File: src/rtl/sgd_add_tree_acc.sv
// sgd_add_tree_acc: pipelined signed lane adder tree + multi-beat accumulator.
// Ports: clk, rst_n, in_data/in_en/in_valid/in_last/in_clear -> out_data/out_valid/out_beats/out_sat.
// Optional output clamp: define SGD_ADD_TREE_SAT_EN (default build wraps, out_sat=0).
module sgd_add_tree_acc #(
  parameter int NUM_IN = 8,
  parameter int IN_W   = 32,
  parameter int ACC_W  = 48,
  parameter int OUT_W  = 32,
  parameter int CNT_W  = 16
) (
  input  logic                   clk,
  input  logic                   rst_n,
  input  logic [NUM_IN*IN_W-1:0] in_data,
  input  logic [NUM_IN-1:0]      in_en,
  input  logic                   in_valid,
  input  logic                   in_last,
  input  logic                   in_clear,
  output logic [OUT_W-1:0]       out_data,
  output logic                   out_valid,
  output logic [CNT_W-1:0]       out_beats,
  output logic                   out_sat
);

  localparam int LT = (NUM_IN > 1) ? $clog2(NUM_IN) : 1;

  // entries remaining after k pairwise levels
  function automatic int lvl_n(input int k);
    lvl_n = (NUM_IN + (1 << k) - 1) >> k;
  endfunction

  genvar k, j;
  generate
    for (k = 0; k <= LT; k++) begin : g_lv
      localparam int N = lvl_n(k);
      for (j = 0; j < N; j++) begin : g_n
        logic signed [ACC_W-1:0] q;
        if (k == 0) begin : g_in
          logic [IN_W-1:0] lane;
          assign lane = in_data[j*IN_W +: IN_W];
          assign q = in_en[j] ?
            {{(ACC_W-IN_W){lane[IN_W-1]}}, lane} : '0;
        end else begin : g_red
          localparam int NP = lvl_n(k - 1);
          if (2*j + 1 < NP) begin : g_add
            always_ff @(posedge clk or negedge rst_n) begin
              if (!rst_n) q <= '0;
              else q <= g_lv[k-1].g_n[2*j].q
                      + g_lv[k-1].g_n[2*j+1].q;
            end
          end else begin : g_pass
            always_ff @(posedge clk or negedge rst_n) begin
              if (!rst_n) q <= '0;
              else q <= g_lv[k-1].g_n[2*j].q;
            end
          end
        end
      end
    end
  endgenerate

  logic [LT-1:0] vld;
  logic [LT-1:0] lst;

  always_ff @(posedge clk or negedge rst_n) begin
    if (!rst_n) begin
      vld <= '0;
      lst <= '0;
    end else if (in_clear) begin
      vld <= '0;
      lst <= '0;
    end else begin
      vld[0] <= in_valid;
      lst[0] <= in_valid & in_last;
      for (int i = 1; i < LT; i++) begin
        vld[i] <= vld[i-1];
        lst[i] <= lst[i-1];
      end
    end
  end

  logic signed [ACC_W-1:0] tsum;
  logic                    tv;
  logic                    tl;

  assign tsum = g_lv[LT].g_n[0].q;
  assign tv   = vld[LT-1];
  assign tl   = lst[LT-1];

  logic signed [ACC_W-1:0] acc;
  logic signed [ACC_W-1:0] acc_next;
  logic [CNT_W-1:0]        cnt;
  logic [CNT_W-1:0]        cnt_next;
  logic                    first;
  logic [OUT_W-1:0]        conv_data;
  logic                    conv_sat;

  assign acc_next = (first ? '0 : acc) + tsum;
  assign cnt_next = first ? CNT_W'(1)
                  : ((cnt == '1) ? cnt : cnt + 1'b1);

`ifdef SGD_ADD_TREE_SAT_EN
  localparam logic signed [ACC_W-1:0] MAXV =
    {{(ACC_W-OUT_W+1){1'b0}}, {(OUT_W-1){1'b1}}};
  localparam logic signed [ACC_W-1:0] MINV =
    {{(ACC_W-OUT_W+1){1'b1}}, {(OUT_W-1){1'b0}}};

  always_comb begin
    conv_data = acc_next[OUT_W-1:0];
    conv_sat  = 1'b0;
    if (acc_next > MAXV) begin
      conv_data = MAXV[OUT_W-1:0];
      conv_sat  = 1'b1;
    end else if (acc_next < MINV) begin
      conv_data = MINV[OUT_W-1:0];
      conv_sat  = 1'b1;
    end
  end
`else
  assign conv_data = acc_next[OUT_W-1:0];
  assign conv_sat  = 1'b0;
`endif

  always_ff @(posedge clk or negedge rst_n) begin
    if (!rst_n) begin
      acc       <= '0;
      cnt       <= '0;
      first     <= 1'b1;
      out_data  <= '0;
      out_valid <= 1'b0;
      out_beats <= '0;
      out_sat   <= 1'b0;
    end else if (in_clear) begin
      acc       <= '0;
      cnt       <= '0;
      first     <= 1'b1;
      out_valid <= 1'b0;
    end else begin
      out_valid <= 1'b0;
      if (tv) begin
        acc <= acc_next;
        cnt <= cnt_next;
        if (tl) begin
          out_data  <= conv_data;
          out_beats <= cnt_next;
          out_sat   <= conv_sat;
          out_valid <= 1'b1;
          first     <= 1'b1;
        end else begin
          first <= 1'b0;
        end
      end
    end
  end

endmodule

File: config.mk
export PLATFORM = sky130hd
export DESIGN_NAME = sgd_add_tree_acc
export DESIGN_NICKNAME = d
export VERILOG_FILES = /design/src/rtl/sgd_add_tree_acc.sv
export SDC_FILE = /design/constraint.sdc
export NUM_CORES = 1
export LEC_CHECK = 0
export CAP_MARGIN = 15
export CORE_MARGIN = 2
export CORE_UTILIZATION = 45
export CTS_BUF_LIST = sky130_fd_sc_hd__clkbuf_2 sky130_fd_sc_hd__clkbuf_4 sky130_fd_sc_hd__clkbuf_8
export CTS_CLUSTER_SIZE = 20
export DETAILED_ROUTE_END_ITERATION = 16
export GPL_TIMING_DRIVEN = 1
export PLACE_DENSITY = 0.67
export SETUP_SLACK_MARGIN = 0.2
export SYNTH_ARGS = -nofsm -noshare
export SYNTH_HDL_FRONTEND = slang
export SYNTH_SLANG_ARGS = --single-unit
File: constraint.sdc
create_clock -name clk -period 4.3 [get_ports clk]
set_input_delay 0.43 -clock clk [delete_from_list [all_inputs] [get_ports clk]]
set_output_delay 0.43 -clock clk [all_outputs]
set_load 0.02 [all_outputs]
* Word level (Yosys, flattened, before mapping)
Index checks and enable logic that the tools add are counted.
** Word-level totals
- Bits in registers :: 456
- Output and inout port bits :: 50
- Logic and storage cells :: 51
** Cells by class
- Add/sub/neg operators :: 9
- Eq/ne operators :: 1
- Multiplexer cells :: 22
- Bitwise gates (word level) :: 2
- Reductions and logical operators :: 2
** Operator list (number)
- $mux 48 :: 11
- $add 48x48->48 :: 8
- $mux 16 :: 4
- $add 16x1->16 const B :: 1
- $eq 16x16->1 const B :: 1
- $mux 3 :: 2
- $mux 1 :: 5
- $reduce_and 3->1 :: 1
- $reduce_bool 2->1 :: 1
- $and 1x1->1 :: 1
- $not 1->1 :: 1

* Longest topological paths before layout
- Depth in word-level cells :: 5
- Gate-level depth with buffers :: 16

* Worst setup path after synthesis
No wires, ideal clock.
- Kind :: register to register
- Start point :: register first
- End point :: register acc[31]
- Setup time :: 0.137 ns
- Data arrival time :: 3.474 ns
- Data required time :: 4.163 ns
- Setup slack :: 0.689 ns
- Stages on the path, launching flop included :: 15
- Clock period less this slack :: 3.611 ns
- Cell sequence :: dfstp_2 > clkbuf_1 > clkbuf_1 > nor2b_1 > ha_1 > a21o_1 > o21bai_4 > or4_1 > o211a_1 > a22o_1 > a21oi_1 > o21ai_0 > xor2_1 > mux2i_1 > a21oi_1
** Between the ends
- Longest elaborated chain between the ends :: 4
** Ends and longest elaborated chain
- start, declared :: line 93 : logic first;
- start signal, assigned :: line 127 : first <= 1'b1;
- start signal, assigned :: line 135 : first <= 1'b1;
- start signal, assigned :: line 147 : first <= 1'b1;
- $mux 48 :: line 97 : assign acc_next = (first ? '0 : acc) + tsum;
- $add 48x48->48 :: line 97
- $mux 48 :: line 139 : if (tv) begin
- $mux 48 :: line 132 : end else if (in_clear) begin
- end signal, assigned :: line 140 : acc <= acc_next;
- end, declared :: line 89 : logic signed [ACC_W-1:0] acc;
Every way passes these cells. The select of a mux whose other input is x is not followed.
A chain may end at the register's enable or synchronous reset.

* Final worst setup path
Ends and elaborated chain as after synthesis.

==> impl_metrics.ini <==
[sta]
max_freq_mhz = 258.1
setup_viol = 0
skew_ns = 0.03631
slew_headroom = 0.4651
slew_viol_final = 0
setup-tns-final_ns = 0
finalHoldViolations = 0
rsz0062_at_grt = no
worst_pin_slew_ns = 0.7821
period_share = 0.9012
layout_min_cycle_time_ns = 3.875

[clock_network]
cts_tree = built
ctsHoldBuffers = 1
htree_levels = 2
cts_inserted_buffers = 55
clkTransAtPathRegs_ns = 0.06
cts_buffer_depth = 3
clock_latency_ns = 0.65
cts-resized-gates = 0
cts_root_buf = clkbuf_8
cts_sinks = 328
cts_setup_buffers = 0

[global_route]
antenna_found_initial = 0
gr-total-overflow = 0
groute.usage.overall = 0.2243
grt_pass1_wl_microns = 103300
grt_pass1_vias = 20480
grt_max_degree = 100

[critical_path]
worstPathMaxFanout = 14
critical_path_class = reg -> reg
required_ns = 4.80
cp.arrival_ns = 4.37
reg2reg_depth = 12
cp-end-kind = flip-flop
startpoint_type = flip-flop

[logic_synthesis]
ys_seq_elements = 328
syn_area_sq_um = 24260
yosysUniqueCellTypes = 83
syn_nets = 3232
ys_seq_area_frac = 0.3383
async_reset_ff_frac = 1.000
synthCells = 2706
synth_ff_type = dfrtp_1
synth-edff-count = 0
synth_area_per_cell_sq_um = 8.966
ys_warn_count = 0

[placement]
hpwl_microns = 49850
io_buffers = 317
place_area_sq_um = 28240
gp_congestion = 0.9282

[layout]
nets = 3546
area_delta_synth_final_pct = 21.62
design_area_sq_um = 29510
drive_above_1_share = 0.05999

[die]
io-pin-count = 319
core_area_sq_um = 53600
dieArea_sq_um = 55790
die_y_microns = 236.2
die_x_microns = 236.2
initial_core_util = 0.4527
rows = 85

[detailed_routing]
drc = 0
ant_nets = 0
vias = 20320
drt-total-wl_microns = 62320
vias_per_cell = 5.398
drt_iter0_drc = 1183
wire_per_inst_microns = 16.56
first_pass_iters = 5

[power_and_ir_drop]
peakVddDrop_mv = 0.2392
cellPowerDensity_nw_per_um2 = 435.2
totalPowerFinal_mw = 12.84
leakagePower_nw = 13.89

[run]
maxCapViolCount = 0

[run_status]
status = finished, final reports clean

[worst_hold_path]
worstHoldPathType = in -> reg
holdPathStages = 3
==> report_power, final <==
part           switching (mW)  internal (mW)
logic                    3.13           2.53
registers               0.346           3.80
clock network            1.26           1.77
total                    4.74           8.10
==> sequential cells by signal (all words and copies together) (netlist names) <==
register / flops
acc: 32
g_lv.g_n.q: 224
out_data: 32
out_valid: 1
lst: 3
vld: 3
out_beats: 16
cnt: 16
first: 1
==> metrics by stage <==
step                      cells  hold WS [ns]  utilization  worst slack [ns]
final                      3764        0.3321       0.5505            0.4250
after global routing       3763        0.3076       0.5505            0.2074
after CTS                  3763        0.2800       0.5505            0.4166
after detailed placement   3658        0.4479       0.5269           0.03506
after global placement     3658        0.4477       0.5269            0.1563
after floorplan            2706        0.1344            -            0.6894
==> synthesized netlist by cell type (6+ instances only) <==
cell,n,area share
nand3b_1,7,0.0022
a21o_1,143,0.044
or2_2,10,0.0026
xnor2_1,158,0.057
and4_1,7,0.0025
or3_1,8,0.0021
nor2_1,145,0.022
fa_1,8,0.0066
nand4_1,25,0.0064
and2_1,262,0.068
clkbuf_1,92,0.014
a31o_2,6,0.0022
nand2b_1,39,0.010
ha_1,249,0.13
a311oi_1,6,0.0022
dfrtp_1,327,0.34
o211ai_1,7,0.0022
a211o_1,10,0.0036
nand2_1,185,0.029
o21bai_1,34,0.011
o21ai_1,10,0.0021
o31ai_1,24,0.0074
mux2i_1,8,0.0033
a31oi_1,30,0.0077
inv_1,69,0.011
o21ai_0,152,0.031
a21boi_0,8,0.0025
xor2_1,82,0.030
o311ai_0,6,0.0022
nand3_1,58,0.012
nor3_1,32,0.0066
a311o_1,6,0.0025
a21oi_1,243,0.050
and3_1,23,0.0059
o21a_1,38,0.012
nor2b_1,78,0.020
nor4_1,9,0.0023
a211oi_1,17,0.0053
==> logic make-up after synthesis <==
logic type	count (synthesis)	synth area share
adder cells (fa/ha/maj)	257	0.1350
buffers and inverters	168	0.02614
AO/OA/AOI/OAI	798	0.2121
multiplexers	12	0.005311
other	1	0.0001546
flip-flops	328	0.3383
AND/OR/NAND/NOR	902	0.1963
XOR/XNOR	240	0.08663
==> worst max-delay path, cell delays in order (launching register included) <==
cell and delay [ns]:
dfstp_2 0.71, nor2b_1 0.11, ha_1 0.39, a21oi_2 0.26, o21bai_4 0.10, or4_1 0.43, o211a_1 0.25, a22o_1 0.29
a21oi_1 0.37, o21ai_0 0.18, xor2_1 0.36, mux2i_1 0.23, a21oi_1 0.08
==> per-layer routing <==
metal  up-vias  global-route usage  routed length (microns)
li1      10220                   -                        -
met1      9510              0.3059                    29370
met2       514              0.3803                    29100
met3        75             0.03148                     2887
met4         0             0.04584                      957
met5         -                   0                        0
==> layout by cell type (no fill, tap or decap), types with 9 or more instances in the layout <==
master,n
nor3_1,32
clkinv_2,10
o21ai_1,10
or2_2,10
a211oi_1,17
xor2_1,82
a211o_1,10
nor4_1,9
clkbuf_4,17
a21oi_1,243
dfrtp_1,327
inv_1,69
nor2_1,145
nand2_1,185
o21ai_0,152
clkdlybuf4s50_1,315
nand3_1,58
o31ai_1,24
clkbuf_8,72
and2_1,262
and3_1,23
buf_4,35
ha_1,249
o21a_1,38
nor2b_1,78
nand4_1,25
o21bai_1,34
a31oi_1,30
nand2b_1,38
a21o_1,143
xnor2_1,158
==> area by class of cell <==
class,instances,area (sq um)
Fill cell,4859,24090
Multi-Input combinational cell,2210,15420
Sequential cell,328,8209
Timing Repair Buffer,355,3486
Clock buffer,89,1119
Tap cell,696,870.8
Inverter,70,262.8
Clock inverter,15,136.4
Antenna cell,1,2.502
==> worst paths after layout <==
| kind | startpoint | endpoint | slack (ns) |
|---|---|---|---|
| setup reg to reg | first | acc[31] | 0.42 |
| setup / recovery | first | acc[31] | 0.42 |
| hold / removal | in_clear | out_beats[2] | 0.33 |
| max in group asynchronous | rst_n | acc[8] | 2.85 |
| min in group asynchronous | rst_n | g_lv[1].g_n[1].q[1] | 0.40 |
| hold reg to reg | vld[1] | vld[2] | 0.46 |
No activity file was read; power rests on OpenSTA's default activity.
